==> config.mk <==
export PLATFORM = sky130hd
export DESIGN_NAME = btn_event_fsm
export DESIGN_NICKNAME = d
export VERILOG_FILES = /design/src/rtl/btn_event_fsm.sv
export SDC_FILE = /design/constraint.sdc
export NUM_CORES = 1
export LEC_CHECK = 0
export CAP_MARGIN = 40
export CORE_MARGIN = 5
export CORE_UTILIZATION = 47
export DETAILED_ROUTE_END_ITERATION = 8
export GPL_TIMING_DRIVEN = 0
export PLACE_DENSITY = 0.74
export SLEW_MARGIN = 20
export SYNTH_ARGS = -nofsm -noshare
export SYNTH_HDL_FRONTEND = slang
export SYNTH_SLANG_ARGS = --single-unit
==> constraint.sdc <==
create_clock -name clk_100Mhz -period 2.13 [get_ports clk_100Mhz]
set_input_delay 0.213 -clock clk_100Mhz [delete_from_list [all_inputs] [get_ports clk_100Mhz]]
set_output_delay 0.213 -clock clk_100Mhz [all_outputs]
set_load 0.01 [all_outputs]
==> src/rtl/btn_event_fsm.sv <==
// Button event classifier: turns a debounced level into short/long/double press pulses.
// Optional auto-repeat while held is enabled by defining BTN_REPEAT_EN.
module btn_event_fsm #(
  parameter int LONG_MS   = 1000,
  parameter int DCLICK_MS = 300,
  parameter int REPEAT_MS = 200,
  parameter int CNT_W     = 16
) (
  input  logic clk_100Mhz,
  input  logic rst,
  input  logic tick,
  input  logic btn_db,
  output logic short_press,
  output logic long_press,
  output logic double_press,
  output logic repeat_pulse,
  output logic busy
);

  typedef enum logic [2:0] {IDLE, PRESS1, WAIT2, PRESS2, HELD} state_t;

  localparam logic [CNT_W-1:0] LONG_TH = CNT_W'(LONG_MS - 1);
  localparam logic [CNT_W-1:0] DCLK_TH = CNT_W'(DCLICK_MS - 1);
  localparam longint MAX_MS = (LONG_MS > DCLICK_MS)
                            ? ((LONG_MS > REPEAT_MS) ? LONG_MS : REPEAT_MS)
                            : ((DCLICK_MS > REPEAT_MS) ? DCLICK_MS : REPEAT_MS);

  // Thresholds must be reachable before the counter saturates.
  if (((64'd1 << CNT_W) - 1) < MAX_MS) begin : g_cnt_too_narrow
    $error("btn_event_fsm: CNT_W too small for the configured thresholds");
  end

  state_t           state, nstate;
  logic [CNT_W-1:0] cnt;
  logic             btn_q, rise, fall;
  logic             ev_short, ev_long, ev_double, ev_rep;

  assign rise = btn_db & ~btn_q;
  assign fall = ~btn_db & btn_q;

`ifdef BTN_REPEAT_EN
  localparam logic [CNT_W-1:0] REP_TH = CNT_W'(REPEAT_MS - 1);
`endif

  // Edges always take priority over a coincident threshold tick.
  always_comb begin
    nstate    = state;
    ev_short  = 1'b0;
    ev_long   = 1'b0;
    ev_double = 1'b0;
    ev_rep    = 1'b0;
    case (state)
      IDLE:   if (rise) nstate = PRESS1;
      PRESS1: begin
        if (fall) nstate = WAIT2;
        else if (tick && cnt == LONG_TH) begin
          nstate  = HELD;
          ev_long = 1'b1;
        end
      end
      WAIT2: begin
        if (rise) nstate = PRESS2;
        else if (tick && cnt == DCLK_TH) begin
          nstate   = IDLE;
          ev_short = 1'b1;
        end
      end
      PRESS2: begin
        if (fall) begin
          nstate    = IDLE;
          ev_double = 1'b1;
        end
      end
      HELD: begin
        if (fall) nstate = IDLE;
`ifdef BTN_REPEAT_EN
        else if (tick && cnt == REP_TH) ev_rep = 1'b1;
`endif
      end
      default: nstate = IDLE;
    endcase
  end

  always_ff @(posedge clk_100Mhz or posedge rst) begin
    if (rst) begin
      state        <= IDLE;
      cnt          <= '0;
      btn_q        <= 1'b1;
      short_press  <= 1'b0;
      long_press   <= 1'b0;
      double_press <= 1'b0;
      busy         <= 1'b0;
    end else begin
      btn_q        <= btn_db;
      state        <= nstate;
      busy         <= (state != IDLE);
      short_press  <= ev_short;
      long_press   <= ev_long;
      double_press <= ev_double;
      if (nstate != state || ev_rep) cnt <= '0;
      else if (tick && state != IDLE && cnt != '1) cnt <= cnt + 1'b1;
    end
  end

`ifdef BTN_REPEAT_EN
  always_ff @(posedge clk_100Mhz or posedge rst) begin
    if (rst) repeat_pulse <= 1'b0;
    else     repeat_pulse <= ev_rep;
  end
`else
  assign repeat_pulse = 1'b0;
`endif

endmodule

==> results.ini, run 1 <==
[global_routing]
track_usage_pct = 15.3
antenna_found_initial = 0
overflow = 0
grt_max_degree = 16
grt_pass1_vias = 1053
grt_first_pass_wirelength_mm = 4.98

[placement]
portBuffers = 7
pre_cts_ws_ns = 0.0809
dp_hpwl_mm = 2.15
globalplace.congestion = 0.958
dp_cells = 175

[floorplan]
coreArea_mm2 = 0.00276
dieArea_mm2 = 0.00404
die_w_um = 63.6
io_pins = 9
die_h_um = 63.6
start_util_pct = 49.0
row_count = 19

[logic_synthesis]
synth_cell_types = 46
yosys_warnings = 0
synth.area.mux_share_pct = 1.58
synthCells = 136
netlist_area_mm2 = 0.00135
synth_flop_cell = dfrtp_1
synthTopCellsByArea = dfrtp_1 43%, nor2_1 4.4%, xor2_1 3.2%
synth_top_family_by_area = simple AND/OR/NAND/NOR gates
synth_seq_area_share_pct = 44.6
synth_compound_area_share_pct = 13.6
syn_nets = 141
synthTopCellsByCount = 23 x dfrtp_1, 16 x nor2_1, 10 x nand2_1
ys_seq_elements = 24
synthAdderAreaFrac_pct = 0.927
synth.largest_area_cell = dfrtp_1
synth_xor_area_share_pct = 5.19
synthSimpleGateAreaFrac_pct = 30.2
synth_enable_flop_cells = 0
yosysMostFrequentCell = dfrtp_1
netlist.area_leader.share_pct = 42.6
syn_avg_cell_area_um2 = 9.93
synthArstFlopShare_pct = 100

[routing]
ant_nets = 0
dr_total_vias = 1069
initialDrtViolationCount = 38
first_pass_iters = 4
viasPerCell = 5.84
postRouteWirelength_mm = 2.85
wire_per_inst_um = 15.6
post-route-drc-count = 0

[critical_path]
r2r_slack_ns = 0.18
r2r_cells = 7
startpoint_type = register
setup.worst_path.class = register to register
crit_fanout = 5
crit_top_cell = nand2_1
arrival_ns = 2.16
critical_path.cell_chain = ha_2 > nand2_1 > nor4_1 > nand2_1 > o221ai_4 > buf_4 > a311oi_1
crit_path_end_kind = register
reg2reg_to = cnt[10]
path_buf_inv = 1
crit_family = simple AND/OR/NAND/NOR gates
cp.required_ns = 2.34
crit_slowest_cell = dfrtp_1
r2r_start = cnt[0]
cpPeakStageDelay_ns = 0.42

[clock_network]
h-tree-depth = 1
clock_latency_ns = 0.33
cts_made_buffers = 3
cts_tree = yes
cts_max_path_buffers = 2
cts-root-buf = clkbuf_4
clock-sinks = 24
clkTransAtPathRegs_ns = 0.12

[timing]
setup_ws_ns = 0.178
rsz0062_at_grt = no
slew_headroom_pct = 60.8
period_minus_slack_ns = 1.95
hold_violations = 0
max_freq_mhz = 512
fin_crit_sh_pct = 91.7
tightestPinTransition_ns = 0.587
timing.final.max_slew_violations = 0
setup_violations = 0
whs_ns = 0.230
fin_skew_ns = 0.00191
tns_ns = 0

[outcome]
status = complete, no violations

[power_and_ir_drop]
p_int_mw = 0.700
ir_drop_mv = 0.514
pwr-share-comb_pct = 22.0
pwr-share-clk_pct = 24.2
seqPwrFrac_pct = 53.8
p_leak_nw = 0.603
switching_share_pct = 30.6
power.total_mw = 1.01
switchingPower_mw = 0.308
power.density_mw_per_mm2 = 655

[final_layout]
layout-drive-gt1-share_pct = 17.8
final_cells = 183
syn_to_final_growth_pct = 14.0
fin_nets = 158
n_antenna_cell = 0

[hold_path]
hold_path.class = input pin to async pin

[flow_run]
cap_violations = 0

[repair_timing]
action | 4_1_cts | 5_1_grt
buffers inserted | 0 | 4
hold endpoints to repair | 0 | 0
gates resized for setup | 0 | 1
endpoints found under the setup margin | 0 | 10
hold buffers | 0 | 0
[power groups by stage]
stage          logic [mW]  registers, mW  clock network (mW)
2_1_floorplan       0.155          0.545                   0
3_3_place_gp        0.202          0.549                   0
3_5_place_dp        0.217          0.551                   0
4_1_cts             0.217          0.542               0.251
5_1_grt             0.251          0.550               0.279
6_report            0.222          0.543               0.244
[registers in the layout, indices dropped and copies added (netlist names)]
name	flops
short_press	1
state	3
btn_q	1
cnt	16
busy	1
long_press	1
double_press	1
[cells in the final DEF (no fill, tap or decap), types with 3 or more instances in the layout]
cell	netlist	routed
nor2_1	16	16
nand4_1	3	3
and4_1	3	3
buf_4	1	5
dfrtp_1	23	23
and4b_1	3	3
a21oi_1	4	4
nor4_1	5	5
xor2_1	5	5
nor3_1	7	7
clkdlybuf4s50_1	0	7
nand2_1	10	10
o21ai_0	4	4
nand3_1	7	7
clkbuf_1	3	3
a311oi_1	3	3
clkbuf_4	0	3
xnor2_1	3	3
[cell type report]
| cell class | count | area (um^2) |
|---|---|---|
| Sequential cell | 24 | 602 |
| Multi-Input combinational cell | 103 | 702 |
| Timing Repair Buffer | 12 | 111 |
| Inverter | 1 | 3.75 |
| Clock buffer | 4 | 36.3 |
| Fill cell | 258 | 1220 |
| Buffer | 8 | 45.0 |
| Tap cell | 31 | 38.8 |
[logic make-up after synthesis]
logic type,Yosys count
muxes,2
DFF,24
and+or+nand+nor,69
buffers and inverters,9
adders and majority gates,1
xor gates and xnor gates,8
other,1
AOI/OAI and AO/OA,22
[worst max path at each step]
stage	startpoint	to	depth (start not counted)
after global placement	cnt[0]	cnt[15]	7
after global routing	cnt[0]	cnt[0]	7
final	cnt[0]	cnt[10]	7
after detailed placement	cnt[0]	cnt[0]	7
after floorplan	cnt[0]	cnt[0]	7
after CTS	cnt[0]	cnt[0]	7
[routing by layer]
layer  part of all wire (%)  routed length [um]  up-vias  GRT usage, %
met5                      0                   0        -             0
met4                   0.74                  21        0          3.90
met3                    3.7                 107        3          4.62
met2                     49                1400       27          25.0
met1                     46                1320      506          19.5
li1                       -                   -      533             -
[through the flow]
| step | util (%) | area (um^2) |
|---|---|---|
| detailed placement | 53.3 | 1470 |
| finish | 55.8 | 1540 |
| global route | 55.8 | 1540 |
| global placement | 52.9 | 1460 |
| floorplan | - | 1350 |
| CTS | 54.6 | 1510 |
Note: power is estimated with default switching activity, not from simulation.
==> run 2: changes to the inputs <==
--- a/config.mk
+++ b/config.mk
@@ -11,7 +11,6 @@
 export DETAILED_ROUTE_END_ITERATION = 8
 export GPL_TIMING_DRIVEN = 0
 export PLACE_DENSITY = 0.74
-export SLEW_MARGIN = 20
 export SYNTH_ARGS = -nofsm -noshare
 export SYNTH_HDL_FRONTEND = slang
 export SYNTH_SLANG_ARGS = --single-unit
==> results.ini, run 2 (same netlist as run 1, synthesis figures left out) <==
[placement]
dp_cells = 175
globalplace.congestion = 0.958
dp_hpwl_mm = 2.13
portBuffers = 7
dpl_cell_area_mm2 = 0.00149

[final_layout]
largest_reg_flops = 16
layout_commonest_cell = dfrtp_1
syn_to_final_growth_pct = 15.8
top_regs = cnt x16, state x3
n_fill_cell = 254
final_cells = 184
fin_nets = 159
fin_area_mm2 = 0.00156
layout_common_cells = 23 x dfrtp_1, 16 x nor2_1, 10 x nand2_1
n_antenna_cell = 0
regMostFlops = cnt
layout-drive-gt1-share_pct = 18.3

[power_and_ir_drop]
ir_drop_mv = 0.456
p_leak_nw = 0.614
power.density_mw_per_mm2 = 648

[clock_network]
cts_max_path_buffers = 2
clkTransAtPathRegs_ns = 0.13
clock-sinks = 24
cts-root-buf = clkbuf_4
cts_tree = yes
cts_made_buffers = 3
clock_latency_ns = 0.32
h-tree-depth = 1

[floorplan]
io_pins = 9
dieArea_mm2 = 0.00404
coreArea_mm2 = 0.00276
row_count = 19
start_util_pct = 49.0
die_w_um = 63.6
die_h_um = 63.6

[timing]
timing.final.max_slew_violations = 0
fin_skew_ns = 0.00218
tns_ns = 0
fin_crit_sh_pct = 92.0
rsz0062_at_grt = no
max_freq_mhz = 510
period_minus_slack_ns = 1.96
hold_violations = 0
setup_violations = 0

[global_routing]
grt_max_degree = 21
overflow = 0
grt_first_pass_wirelength_mm = 5.09
grt_pass1_vias = 1102
antenna_found_initial = 0
track_usage_pct = 15.7

[outcome]
status = complete, no violations

[routing]
first_pass_iters = 4
initialDrtViolationCount = 23
postRouteWirelength_mm = 2.88
ant_nets = 0
viasPerCell = 5.92
post-route-drc-count = 0
wire_per_inst_um = 15.6
dr_total_vias = 1090

[critical_path]
crit_path_end_kind = register
arrival_ns = 2.16
r2r_cells = 7
startpoint_type = register
setup.worst_path.class = register to register
crit_fanout = 5
cp.required_ns = 2.33

[flow_run]
cap_violations = 0

[hold_path]
hold_path.class = input pin to async pin

## run 2: cell types whose count changed in the layout (fill, tap and decap cells not counted)
cell and delta:
buf_16 +1, buf_6 -1, buf_4 +1
## run 2: final timing paths
check | from | to | slack [ns]
min reg2reg | cnt[10] | cnt[10] | 0.57
min | rst | state[0] | 0.11
max | cnt[0] | cnt[10] | 0.17
min in group clk_100Mhz | btn_db | btn_q | 0.39
max reg2reg | cnt[0] | cnt[10] | 0.17
max in group asynchronous | rst | cnt[6] | 1.63
## run 2: power by group
group          switching (mW)  internal [mW]  total (mW)
sequential             0.0437          0.500       0.544
combinational           0.128         0.0983       0.226
clock                   0.138          0.105       0.242
## run 2: per-stage QoR
stage	hold WS [ns]	power (mW)	setup WS (ns)	utilization, %
after floorplan	0.217	0.700	0.445	-
after global placement	0.544	0.751	0.159	52.9
after detailed placement	0.468	0.771	0.0824	53.9
after CTS	0.104	1.02	0.0438	55.2
after global routing	0.100	1.09	0.0166	56.7
final	0.110	1.01	0.170	56.7
## run 2: metal layers
metal / GRT usage (%) / up-vias / part of all wire, %
met5: 0 / - / 0
met4: 7.79 / 0 / 1.6
met3: 3.02 / 6 / 3.8
met2: 25.4 / 25 / 50
met1: 19.8 / 523 / 45
li1: - / 536 / -
## run 2: area by class of cell
class | instances | area, um^2 | area share [%]
multi-input cells | 103 | 702 | 44.9
flip-flops and latches | 24 | 602 | 38.5
repair buffers | 13 | 135 | 8.65
plain buffers | 8 | 45.0 | 2.88
well taps | 31 | 38.8 | 2.48
clock buffers | 4 | 36.3 | 2.32
inverters | 1 | 3.75 | 0.240
## run 2: what timing repair did
action	CTS	global route
gates resized for setup	0	1
hold buffers	0	0
setup buffers	0	5
endpoints found under the setup margin	0	10
## run 2: worst max-delay path: stages, from the launching register on
cell and delay (ns):
dfrtp_1 0.42, ha_2 0.25, nand2_1 0.16, nor4_1 0.29
nand2_1 0.17, o221ai_4 0.30, buf_4 0.19, a311oi_1 0.04
==> run 3: changes to the inputs <==
--- a/config.mk
+++ b/config.mk
@@ -7,10 +7,10 @@
 export LEC_CHECK = 0
 export CAP_MARGIN = 40
 export CORE_MARGIN = 5
-export CORE_UTILIZATION = 47
+export CORE_UTILIZATION = 49
 export DETAILED_ROUTE_END_ITERATION = 8
 export GPL_TIMING_DRIVEN = 0
-export PLACE_DENSITY = 0.74
+export PLACE_DENSITY = 0.76
 export SYNTH_ARGS = -nofsm -noshare
 export SYNTH_HDL_FRONTEND = slang
 export SYNTH_SLANG_ARGS = --single-unit
==> results.ini, run 3 (same netlist as run 1, synthesis figures left out) <==
[routing]
first_pass_iters = 4
ant_nets = 0
postRouteWirelength_mm = 2.77
post-route-drc-count = 0
initialDrtViolationCount = 39
dr_total_vias = 1092
wire_per_inst_um = 15.2
viasPerCell = 6.00

[timing]
tns_ns = 0
fin_skew_ns = 0.00213
timing.final.max_slew_violations = 0
slew_headroom_pct = 63.1
whs_ns = 0.220
rsz0062_at_grt = no
setup_violations = 0
max_freq_mhz = 514
setup_ws_ns = 0.183
tightestPinTransition_ns = 0.552
period_minus_slack_ns = 1.95
fin_crit_sh_pct = 91.4
hold_violations = 0

[global_routing]
track_usage_pct = 15.1
grt_max_degree = 15
grt_first_pass_wirelength_mm = 4.86
antenna_found_initial = 0
overflow = 0
grt_pass1_vias = 1075

[final_layout]
n_fill_cell = 229
regMostFlops = cnt
syn_to_final_growth_pct = 13.7
top_regs = cnt x16, state x3
fin_nets = 157
layout_commonest_cell = dfrtp_1
post-route-util_pct = 57.1
largest_reg_flops = 16
layout_common_cells = 23 x dfrtp_1, 16 x nor2_1, 10 x nand2_1
seq_area_um2 = 602
layout-drive-gt1-share_pct = 17.2
n_antenna_cell = 0
multi_input_area_um2 = 702

[clock_network]
cts-root-buf = clkbuf_4
clock_latency_ns = 0.32
cts_made_buffers = 3
h-tree-depth = 1
clkTransAtPathRegs_ns = 0.13
clock-sinks = 24
cts_tree = yes
cts_max_path_buffers = 2
ctsHoldBuffers = 0

[floorplan]
die_w_um = 62.5
start_util_pct = 50.3
row_count = 19
die_h_um = 62.5
dieArea_mm2 = 0.00391
coreArea_mm2 = 0.00269
io_pins = 9

[placement]
portBuffers = 7
dp_hpwl_mm = 2.03
globalplace.congestion = 0.931
pre_cts_ws_ns = 0.154

[power_and_ir_drop]
pwr-share-comb_pct = 21.9
p_leak_nw = 0.601
power.total_mw = 1.01
power.density_mw_per_mm2 = 659
ir_drop_mv = 0.481
pwr-share-clk_pct = 24.1
switching_share_pct = 30.7
switchingPower_mw = 0.311
seqPwrFrac_pct = 53.9
p_int_mw = 0.701

[flow_run]
cap_violations = 0

[critical_path]
crit_family = simple AND/OR/NAND/NOR gates
setup.worst_path.class = register to register
critical_path.cell_chain = ha_2 > nand2_1 > nor4_1 > nand2_1 > o221ai_4 > buf_4 > a311oi_1
cpPeakStageDelay_ns = 0.42
crit_slowest_cell = dfrtp_1
crit_fanout = 5
path_buf_inv = 1
crit_top_cell = nand2_1
arrival_ns = 2.14
startpoint_type = register
cp.required_ns = 2.33
crit_path_end_kind = register

[outcome]
status = complete, no violations

[hold_path]
hold_path.class = input pin to async pin

run 3: path summary, 6_finish.rpt:
check	cells after the start	end	startpoint	slack (ns)
worst max register to register	7	cnt[12]	cnt[0]	0.18
worst min register to register	1	cnt[10]	cnt[10]	0.56
worst max-delay path	7	cnt[12]	cnt[0]	0.18
max in group asynchronous	3	cnt[3]	rst	1.45
worst min-delay path	2	state[1]	rst	0.22
min in group clk_100Mhz	1	btn_q	btn_db	0.39
run 3: stage by stage:
stage          std cells  area (um^2)
6_report             182         1540
2_1_floorplan        136         1350
3_5_place_dp         175         1470
3_3_place_gp         174         1460
4_1_cts              179         1510
5_1_grt              182         1540
run 3: timing repair:
action                                  in CTS  in global routing
endpoints found under the setup margin       0                 10
gates resized for setup                      0                  1
buffers inserted                             0                  3
run 3: layout make-up:
| type | instances | area share [%] |
|---|---|---|
| inverters | 1 | 0.244 |
| multi-input cells | 103 | 45.7 |
| repair buffers | 11 | 7.01 |
| well taps | 31 | 2.53 |
| plain buffers | 8 | 2.93 |
| flip-flops and latches | 24 | 39.2 |
| clock buffers | 4 | 2.36 |
run 3: worst register-to-register path, delay by kind of cell (launching register included):
kind | cells | cell delay, ns
and+or+nand+nor | 3 | 0.62
DFF | 1 | 0.42
AOI/OAI and AO/OA | 2 | 0.34
adders and majority gates | 1 | 0.26
buffers and inverters | 1 | 0.18
run 3: metal layers:
metal | up-vias | GRT usage, % | wire length (um)
li1 | 534 | - | -
met1 | 528 | 19.4 | 1290
met2 | 23 | 24.7 | 1340
met3 | 7 | 3.06 | 83
met4 | 0 | 6.10 | 54
met5 | - | 0 | 0
run 3: power by group through the flow:
stage / sequential, mW / clock (mW) / combinational (mW)
after floorplan: 0.545 / 0 / 0.155
after global placement: 0.550 / 0 / 0.203
after detailed placement: 0.551 / 0 / 0.214
after CTS: 0.543 / 0.251 / 0.213
after global routing: 0.552 / 0.271 / 0.249
final: 0.546 / 0.244 / 0.222
